## config.mk

```make
export PLATFORM = sky130hd
export DESIGN_NAME = traffic_light_ctrl
export DESIGN_NICKNAME = d
export VERILOG_FILES = /design/src/rtl/traffic_light_ctrl.sv
export SDC_FILE = /design/constraint.sdc
export NUM_CORES = 1
export LEC_CHECK = 0
export ABC_AREA = 1
export CORE_MARGIN = 2
export CORE_UTILIZATION = 40
export CTS_BUF_LIST = sky130_fd_sc_hd__clkbuf_4 sky130_fd_sc_hd__clkbuf_8 sky130_fd_sc_hd__clkbuf_16
export DETAILED_ROUTE_END_ITERATION = 12
export PLACE_DENSITY = 0.65
export SETUP_SLACK_MARGIN = 0.02
export SLEW_MARGIN = 30
export SYNTH_ARGS = -nofsm -noshare
export SYNTH_HDL_FRONTEND = slang
export SYNTH_SLANG_ARGS = --single-unit
```

## constraint.sdc

```tcl
create_clock -name clkIn -period 1.6 [get_ports clkIn]
set_clock_uncertainty 0.05 [all_clocks]
set_input_delay 0.48 -clock clkIn [delete_from_list [all_inputs] [get_ports clkIn]]
set_output_delay 0.48 -clock clkIn [all_outputs]
set_load 0.01 [all_outputs]
```

## src/rtl/traffic_light_ctrl.sv

```systemverilog
// Two-way traffic-light controller with a pedestrian phase, stepped by ticks
// derived from the rising edges of the divider's slow square wave.
module traffic_light_ctrl #(
    parameter int GREEN_TICKS  = 8,
    parameter int YELLOW_TICKS = 2,
    parameter int ALLRED_TICKS = 1,
    parameter int WALK_TICKS   = 5,
    parameter int CNT_W        = 4
) (
    input  logic             clkIn,
    input  logic             rstN,
    input  logic             slowClk,
    input  logic             pedReq,
    output logic [2:0]       nsLight,
    output logic [2:0]       ewLight,
    output logic             pedWalk,
    output logic [CNT_W-1:0] remain,
    output logic             tickOut
);

    localparam logic [2:0] NS_GREEN  = 3'd0;
    localparam logic [2:0] NS_YELLOW = 3'd1;
    localparam logic [2:0] ALL_RED_1 = 3'd2;
    localparam logic [2:0] EW_GREEN  = 3'd3;
    localparam logic [2:0] EW_YELLOW = 3'd4;
    localparam logic [2:0] ALL_RED_2 = 3'd5;
    localparam logic [2:0] PED_WALK  = 3'd6;

    localparam logic [CNT_W-1:0] GREEN_LOAD  = CNT_W'(GREEN_TICKS - 1);
    localparam logic [CNT_W-1:0] YELLOW_LOAD = CNT_W'(YELLOW_TICKS - 1);
    localparam logic [CNT_W-1:0] ALLRED_LOAD = CNT_W'(ALLRED_TICKS - 1);
    localparam logic [CNT_W-1:0] WALK_LOAD   = CNT_W'(WALK_TICKS - 1);

    logic             s1, s2, s3;
    logic             tick;
    logic [2:0]       state, state_next;
    logic [CNT_W-1:0] remain_next;
    logic             ped_pending, ped_next;
    logic             phase_done;
    logic [2:0]       ns_next, ew_next;
    logic             walk_next;

    function automatic logic [CNT_W-1:0] dwell_load(input logic [2:0] st);
        case (st)
            NS_GREEN, EW_GREEN:   dwell_load = GREEN_LOAD;
            NS_YELLOW, EW_YELLOW: dwell_load = YELLOW_LOAD;
            PED_WALK:             dwell_load = WALK_LOAD;
            default:              dwell_load = ALLRED_LOAD;
        endcase
    endfunction

    assign tick       = s2 & ~s3;
    assign tickOut    = tick;
    assign phase_done = tick && (remain == '0);

    // NOTE: every output of a combinational block gets a default first, otherwise
    // any path that skips an assignment infers a latch.
    always_comb begin
        state_next  = state;
        remain_next = remain;
        if (phase_done) begin
            case (state)
                NS_GREEN:  state_next = NS_YELLOW;
                NS_YELLOW: state_next = ALL_RED_1;
                ALL_RED_1: state_next = EW_GREEN;
                EW_GREEN:  state_next = EW_YELLOW;
                EW_YELLOW: state_next = ALL_RED_2;
                ALL_RED_2: state_next = ped_pending ? PED_WALK : NS_GREEN;
                default:   state_next = NS_GREEN;
            endcase
            remain_next = dwell_load(state_next);
        end else if (tick) begin
            remain_next = remain - 1'b1;
        end
    end

    // Entering the walk phase clears the request even if the button is held.
    always_comb begin
        ped_next = ped_pending;
        if (phase_done && state == ALL_RED_2 && ped_pending)
            ped_next = 1'b0;
        else if (pedReq && state != PED_WALK)
            ped_next = 1'b1;
    end

    always_comb begin
        ns_next   = 3'b100;
        ew_next   = 3'b100;
        walk_next = 1'b0;
        case (state_next)
            NS_GREEN:  ns_next   = 3'b001;
            NS_YELLOW: ns_next   = 3'b010;
            EW_GREEN:  ew_next   = 3'b001;
            EW_YELLOW: ew_next   = 3'b010;
            PED_WALK:  walk_next = 1'b1;
            default:   ;
        endcase
    end

    // NOTE: state registers use non-blocking assignments so every flop samples
    // the pre-edge values, which keeps the s1->s2->s3 chain a true shift.
    always_ff @(posedge clkIn) begin
        if (!rstN) begin
            s1          <= 1'b0;
            s2          <= 1'b0;
            s3          <= 1'b0;
            state       <= NS_GREEN;
            remain      <= GREEN_LOAD;
            ped_pending <= 1'b0;
            nsLight     <= 3'b001;
            ewLight     <= 3'b100;
            pedWalk     <= 1'b0;
        end else begin
            s1          <= slowClk;
            s2          <= s1;
            s3          <= s2;
            state       <= state_next;
            remain      <= remain_next;
            ped_pending <= ped_next;
            nsLight     <= ns_next;
            ewLight     <= ew_next;
            pedWalk     <= walk_next;
        end
    end

endmodule
```

# Yosys cells after proc, flatten, opt, wreduce, memory -nomap -nowiden
# Cells that the tools add are included.
# word_totals
register_bits	18
input_bits	4
output_inout_bits	12
wordCells	49
# op_classes
add_sub_neg	1
eq_ne	14
n_mux	10
bitwise_logic	3
reduce_logical	12
# op_table
operator	n
$eq 3x3->1 const B	6
$pmux 3 s6	1
$eq 3x2->1 const B	4
$pmux 3 s2	2
$eq 3x1->1 const B	3
$logic_not 3->1	3
$mux 3	3
$pmux 3 s3	1
$mux 4	2
$reduce_or 2->1	3
$logic_and 1x1->1	4
$logic_not 4->1	1
$sub 4x1->4 const B	1
$ne 3x3->1 const B	1
$not 1->1	2
$reduce_bool 2->1	1
$and 1x1->1	1
$mux 1	1

# Logic depth before layout (Yosys ltp)
# Gate-level depths: netlist (run 1).
# depth
ltp_word	8
ltp_mapped	11
mapped_depth_nobuf	11

# Worst setup path before layout (run 1)
# OpenSTA, ideal clock, no wires.
# synth_path
kind	register -> register
from	reg remain[0]
to	reg ewLight[2]
setup_ns	0.122
arrival_ns	1.325
required_time_ns	1.428
setup_slack_ns	0.104
stages_incl_launch_ff	12
path_buffers	0
path_cell_list	dfxtp_1 -> inv_1 -> ha_1 -> inv_1 -> nor2_1 -> nand3_4 -> nand2_1 -> nand2_2 -> inv_1 -> nand2_1 -> nand2_1 -> nand3_1
# synth_via
elab_chain_len	5
word_cells_on_any_way	6
classes_between	eq/ne: 2; mux: 2; reduce/logical: 2
# synth_rtl
element	line_no	source
start: declaration	17	output logic [CNT_W-1:0] remain,
start signal: assignment	118	remain <= remain_next;
$logic_not 4->1 (*)	54	assign phase_done = tick && (remain == '0);
$logic_and 1x1->1 (*)	54	
$mux 3 (*)	61	if (phase_done) begin
$eq 3x3->1 or $eq 3x2->1 (tied branches)	90	case (state_next)
$pmux 3 s2 (*)	90	
end signal: assignment	121	ewLight <= ew_next;
end: declaration	15	output logic [2:0] ewLight,
# Every way passes the cells marked *; elsewhere a longest branch is shown, timed or not.
# A chain may end at the register's enable or synchronous reset.

# Worst setup path after layout (run 1)
# layout_path
from	reg remain[3]
to	out remain[3]
# No word-level cell between the ends.

==> run metrics, run 1 <==
Highest Signal Layer met4; Worst R2R Setup Slack about 110 ps; Die Span Y between 50 and 60 um; depth of the worst register-to-register path 10; last weighted congestion value of the routability-driven placer around 0.84; proportion of netlist area held by the largest area contributor around two fifths; Final HPWL DP 1.38 mm; number of flops mapped to enable cells by yosys 0; metal1 wirelength 828 um; first-pass GRT wire length a little over 3 mm; number of buffer cells added on primary ports 15; routed via count 760; routed vias/inst 4.55; warning count from the yosys run 0; Synth Register Bits 18; TritonCTS Sinks 18; maximum level of the CTS H-tree 1; total global routing track utilization between 15 and 20%; Starting DRT DRC Count 12; remaining number of nets flagged by the antenna check after routing 0; Tightest Pin Transition 276 ps; final WL ~1.8 mm; most common cell after layout, fill and taps aside sky130_fd_sc_hd__nand2_1; startpoint-to-endpoint class of the critical path reg -> out; min Tclk post-route roughly 1500 ps; FFs w/ async S/R, synth 0%; depth of the critical timing path with buffers and inverters included 1; fraction of final layout cells with drive strength greater than 1 approximately a third; maximum capacitance violations 0; Setup crit end remain[3]; area grow syn2layout 31.4%; sequential-to-total area share from yosys stat 41.0%; power density relative to cell area ~700 nW/um^2; iteration count of the initial detailed-routing pass 4; Crit-path slowest cell sky130_fd_sc_hd__dfxtp_1; most used cells in the layout excluding fill and tap cells 26 x sky130_fd_sc_hd__nand2_1, 14 x sky130_fd_sc_hd__dfxtp_1, 11 x sky130_fd_sc_hd__dlygate4sd2_1; CP max FO 3; CP peak stage delay 410 ps; pin count of the biggest net entering global routing 11; clock root cell sky130_fd_sc_hd__clkbuf_4; final net count 147; Static Leakage 0.570 nW; Initial Util 43.5%; vias in the first global route 732; final count of negative-setup-slack endpoints 0; Die Area roughly 2600 sq um; CTS buffer count 3; status completed; critical register-to-register path startpoint remain[1]$_SDFFE_PN1P_; Max Transition Viols Final 0; total of fill cells in the finished design approximately 200; TritonCTS clock tree yes; total negative setup slack 0 ps; maximum clock path buffer count 2; drt wl/cell 10.6 um; critical-path cell list dlygate4sd2_1; met2 wire length roughly 870 um; post-synth net total 121; DRC violation count after routing 0; top cells by area in the synthesized netlist sky130_fd_sc_hd__dfxtp_1 41%, sky130_fd_sc_hd__nand2_1 12%, sky130_fd_sc_hd__nand3_1 5.1%; kind of cell adding the most delay to the critical path flip-flops; Core ar. just over 2000 sq um; count of distinct cell types in the synthesized netlist 22; top_reg_cell synth sky130_fd_sc_hd__dfxtp_1; worst path bufs/invs 1; arrival time at the worst endpoint just under 1000 ps; unrepaired setup endpoints after global routing true; Tightest Hold Check Type reg -> reg; clock latency on the worst-skew pair 290 ps; most area-hungry cell type in the Yosys netlist sky130_fd_sc_hd__dfxtp_1; GRT overflow 0; highest clock frequency the design can meet about 660 MHz; element type at the critical path end primary output; kind of start point of the critical path register; number of primary I/O pins 16; maximum VDD drop 404 uV; cell area after synthesis 880 sq um; capture instance of the worst register-to-register path ewLight[2]$_SDFF_PN1_; beginning of the critical path remain[3]$_SDFFE_PN0P_; routed wire length on met3 approximately 43 um; Syn Inst Count around 120; clock slew seen by the registers of the worst setup and hold paths 110 ps; antenna violations before repair 0; Post-Synthesis Mean Instance Area 7.65 sq um; fin crit share a little over nine tenths; worst hold slack between 300 and 400 ps; Die W between 50 and 60 um; Fin. Hold Viols 0; number of antenna diodes 0; data required time of the critical path 1070 ps; max-slew headroom at the worst pin approximately four fifths; number of rows in the core area 16
## where the power goes
group / total (W) / leakage, nW / switching, W / internal (W)
clock network: 0.000281 / 0.0210 / 0.000142 / 0.000139
logic: 0.0000579 / 0.403 / 0.0000302 / 0.0000277
registers: 0.000465 / 0.146 / 0.00000750 / 0.000457
## cell usage after synthesis (2+ instances only)
| library cell | n |
|---|---|
| sky130_fd_sc_hd__nor2_1 | 8 |
| sky130_fd_sc_hd__ha_1 | 2 |
| sky130_fd_sc_hd__nor2_4 | 3 |
| sky130_fd_sc_hd__nand2_2 | 7 |
| sky130_fd_sc_hd__nand2_1 | 29 |
| sky130_fd_sc_hd__inv_1 | 11 |
| sky130_fd_sc_hd__dfxtp_1 | 18 |
| sky130_fd_sc_hd__nand3_2 | 2 |
| sky130_fd_sc_hd__nand3_1 | 9 |
| sky130_fd_sc_hd__o21ai_0 | 3 |
| sky130_fd_sc_hd__a21oi_1 | 3 |
| sky130_fd_sc_hd__o21ai_1 | 4 |
| sky130_fd_sc_hd__inv_2 | 7 |
## state kept, by name, summed over array words and instances (netlist names), 3 cells and up
name	cells
nsLight	3
remain	4
state	3
ewLight	3
## routing by layer
layer	up-vias	GRT usage (%)
met1	336	19.7
met2	8	26.8
met3	4	3.51
li1	412	-
met5	-	0
met4	0	6.76
## cell type report
class	count	area (sq um)	area share [%]
Tap cell	27	33.8	2.92
Sequential cell	18	365	31.6
Inverter	18	67.6	5.84
Multi-Input combinational cell	78	469	40.6
Clock buffer	4	36.3	3.14
Timing Repair Buffer	22	184	15.9
## timing repair
action,CTS,global route
gates resized for setup,16,11
endpoints found under the setup margin,15,11
setup buffers,0,1
pin swaps,0,3
hold buffers,0,0
## through the flow
stage                     cells  power, W  worst slack [ps]  instance area (sq um)  utilization, %
after floorplan             115  0.000506               104                    880               -
after global placement      162  0.000534              65.5                   1100            54.6
after detailed placement    162  0.000536              15.4                   1100            54.6
after CTS                   166  0.000812              3.74                   1130            55.9
after global routing        167  0.000848              5.36                   1160            57.2
final                       167  0.000804              75.2                   1160            57.2
## kinds of logic after synthesis
logic type	after synthesis	share of synthesized area (%)
fa+ha+maj	2	2.84
flops	18	41.0
simple gates	63	39.4
xor+xnor	1	0.996
compound gates	12	7.54
buf+inv	19	8.25
## worst min path at each step
stage | from | endpoint | slack [ps] | cells past startpoint
2_1_floorplan | s1$_SDFF_PN0_ | s2$_SDFF_PN0_ | 340 | 2
3_3_place_gp | s1$_SDFF_PN0_ | s2$_SDFF_PN0_ | 360 | 2
3_5_place_dp | s1$_SDFF_PN0_ | s2$_SDFF_PN0_ | 380 | 2
4_1_cts | s1$_SDFF_PN0_ | s2$_SDFF_PN0_ | 400 | 2
5_1_grt | s1$_SDFF_PN0_ | s2$_SDFF_PN0_ | 430 | 2
6_report | s1$_SDFF_PN0_ | s2$_SDFF_PN0_ | 390 | 2
Power figures use the tool's default switching activity.
==> run 2: changes to the inputs <==
Settings changed: CORE_ASPECT_RATIO set to 1.2.
==> run 2 against run 1 <==
Total power is 0.17% lower; clock-buffer cell count is the same; hold slack worse by 13 ps; final cell count grew 2.4%; die area barely moved; sequential power about the same; non-clock buffer count rose by 1; design area grew 0.87%.
==> run metrics, run 2 (synthesized netlist as in run 1, its figures left out) <==
routed via count just under 800; most used cells in the layout excluding fill and tap cells 29 x sky130_fd_sc_hd__nand2_1, 13 x sky130_fd_sc_hd__dfxtp_1, 11 x sky130_fd_sc_hd__inv_1, 11 x sky130_fd_sc_hd__dlygate4sd2_1; remaining number of nets flagged by the antenna check after routing 0; CP peak stage delay 420 ps; most common cell after layout, fill and taps aside sky130_fd_sc_hd__nand2_1; Crit-path slowest cell sky130_fd_sc_hd__dfxtp_1; vias in the first global route a little over 700; final count of negative-setup-slack endpoints 0; arrival time at the worst endpoint just over 1000 ps; Tightest Pin Transition 267 ps; number of primary I/O pins 16; hold_buf cts 0; Initial Util between 40% and 50%; maximum clock path buffer count 2; number of buffer cells added on primary ports 15; total power consumption of the routed design between 0.0008 and 0.0009 W; DRC violation count after routing 0; DP Area around 1100 sq um; total global routing track utilization between 10% and 20%; GRT overflow 0; antenna violations before repair 0; number of antenna diodes 0; Die Area approximately 2600 sq um; power density relative to cell area between 600 and 700 nW/um^2; Final HPWL DP roughly 1.3 mm; Worst R2R Setup Slack 110 ps; clock latency on the worst-skew pair 300 ps; fin crit share roughly 96%; maximum VDD drop 513 uV; max-slew headroom at the worst pin just over 80%; iteration count of the initial detailed-routing pass 4; unrepaired setup endpoints after global routing false; max FFs per register 4; last weighted congestion value of the routability-driven placer 0.766; drt wl/cell roughly 9.8 um; status completed; Max Transition Viols Final 0; startpoint-to-endpoint class of the critical path reg -> out; data required time of the critical path approximately 1100 ps; critical-path cell list dlygate4sd2_1; final WL about 1.7 mm; total negative setup slack 0 ps; final net count between 100 and 150; kind of cell adding the most delay to the critical path flip-flops; min Tclk post-route roughly 1500 ps; fraction of final layout cells with drive strength greater than 1 about a third; worst path bufs/invs 1; first-pass GRT wire length between 2 and 3 mm; Fin. Hold Viols 0; Core ar. ~2100 sq um; highest clock frequency the design can meet roughly 650 MHz; element type at the critical path end primary output; CTS buffer count 3; Starting DRT DRC Count 10; final instance area between 1000 and 1500 sq um; TritonCTS Sinks 18; kind of start point of the critical path register; Die Span Y 55.4 um; CP max FO 3; routed vias/inst around 4.6; number of rows in the core area 18; pin count of the biggest net entering global routing 11; Tightest Hold Check Type reg -> reg; Biggest register remain; maximum level of the CTS H-tree 1; maximum capacitance violations 0; TritonCTS clock tree yes; clock slew seen by the registers of the worst setup and hold paths about 100 ps; area grow syn2layout 32.6%; Die W between 40 and 50 um; Static Leakage slightly below 0.6 nW; clock root cell sky130_fd_sc_hd__clkbuf_4
## run 2: changes by cell type in the layout (fill, tap and decap cells not counted), sizes merged
cell	previous run	this run
buf	7	8
clkdlybuf4s15	0	1
clkbuf	5	4
## run 2: power by group
part / total (W) / internal, W / switching, W
combinational: 0.0000575 / 0.0000281 / 0.0000295
clock: 0.000281 / 0.000139 / 0.000142
sequential: 0.000464 / 0.000458 / 0.00000672
## run 2: worst reg2reg max path, stage by stage, from the launching register on
cell and delay [ps]:
sky130_fd_sc_hd__dfxtp_2 340, sky130_fd_sc_hd__inv_1 90, sky130_fd_sc_hd__ha_2 190, sky130_fd_sc_hd__nand3_2 120
sky130_fd_sc_hd__nor2_4 170, sky130_fd_sc_hd__buf_4 140, sky130_fd_sc_hd__nor2_1 30, sky130_fd_sc_hd__o21ai_0 140
sky130_fd_sc_hd__o211ai_1 100
## run 2: cell type report
type                            count  area [sq um]
Tap cell                           30          37.5
Clock buffer                        4          36.3
Inverter                           18          67.6
Timing Repair Buffer               23           196
Sequential cell                    18           367
Multi-Input combinational cell     78           462
Fill cell                         209           906
## run 2: stage by stage
step / hold WS [ps] / std cells / utilization, % / setup slack, ps
2_1_floorplan: 340 / 115 / - / 104
3_3_place_gp: 357 / 165 / 53.4 / 71.4
3_5_place_dp: 368 / 165 / 53.4 / 61.9
4_1_cts: 371 / 169 / 54.7 / 40.7
5_1_grt: 394 / 171 / 56.3 / 0.184
6_report: 372 / 171 / 56.3 / 60.1
## run 2: routing by layer
layer | global-route usage [%] | wire length [um] | vias up
met5 | 0 | 0 | -
met4 | 7.14 | 36 | 0
met3 | 1.96 | 54 | 4
met2 | 23.3 | 825 | 15
met1 | 18.5 | 752 | 356
li1 | - | - | 412
## run 2: final timing paths
| check | startpoint | end | cells past startpoint |
|---|---|---|---|
| worst max-delay path | remain[3]$_SDFFE_PN0P_ | remain[3] | 1 |
| worst min register to register | s1$_SDFF_PN0_ | s2$_SDFF_PN0_ | 2 |
| worst min-delay path | s1$_SDFF_PN0_ | s2$_SDFF_PN0_ | 2 |
| worst max register to register | remain[1]$_SDFFE_PN1P_ | remain[2]$_SDFFE_PN1P_ | 8 |
## run 2: timing repair
item	4_1_cts	5_1_grt
setup buffers	0	2
setup endpoints to repair	12	10
gates resized for setup	16	6
cloned	0	0
pin swaps	0	3
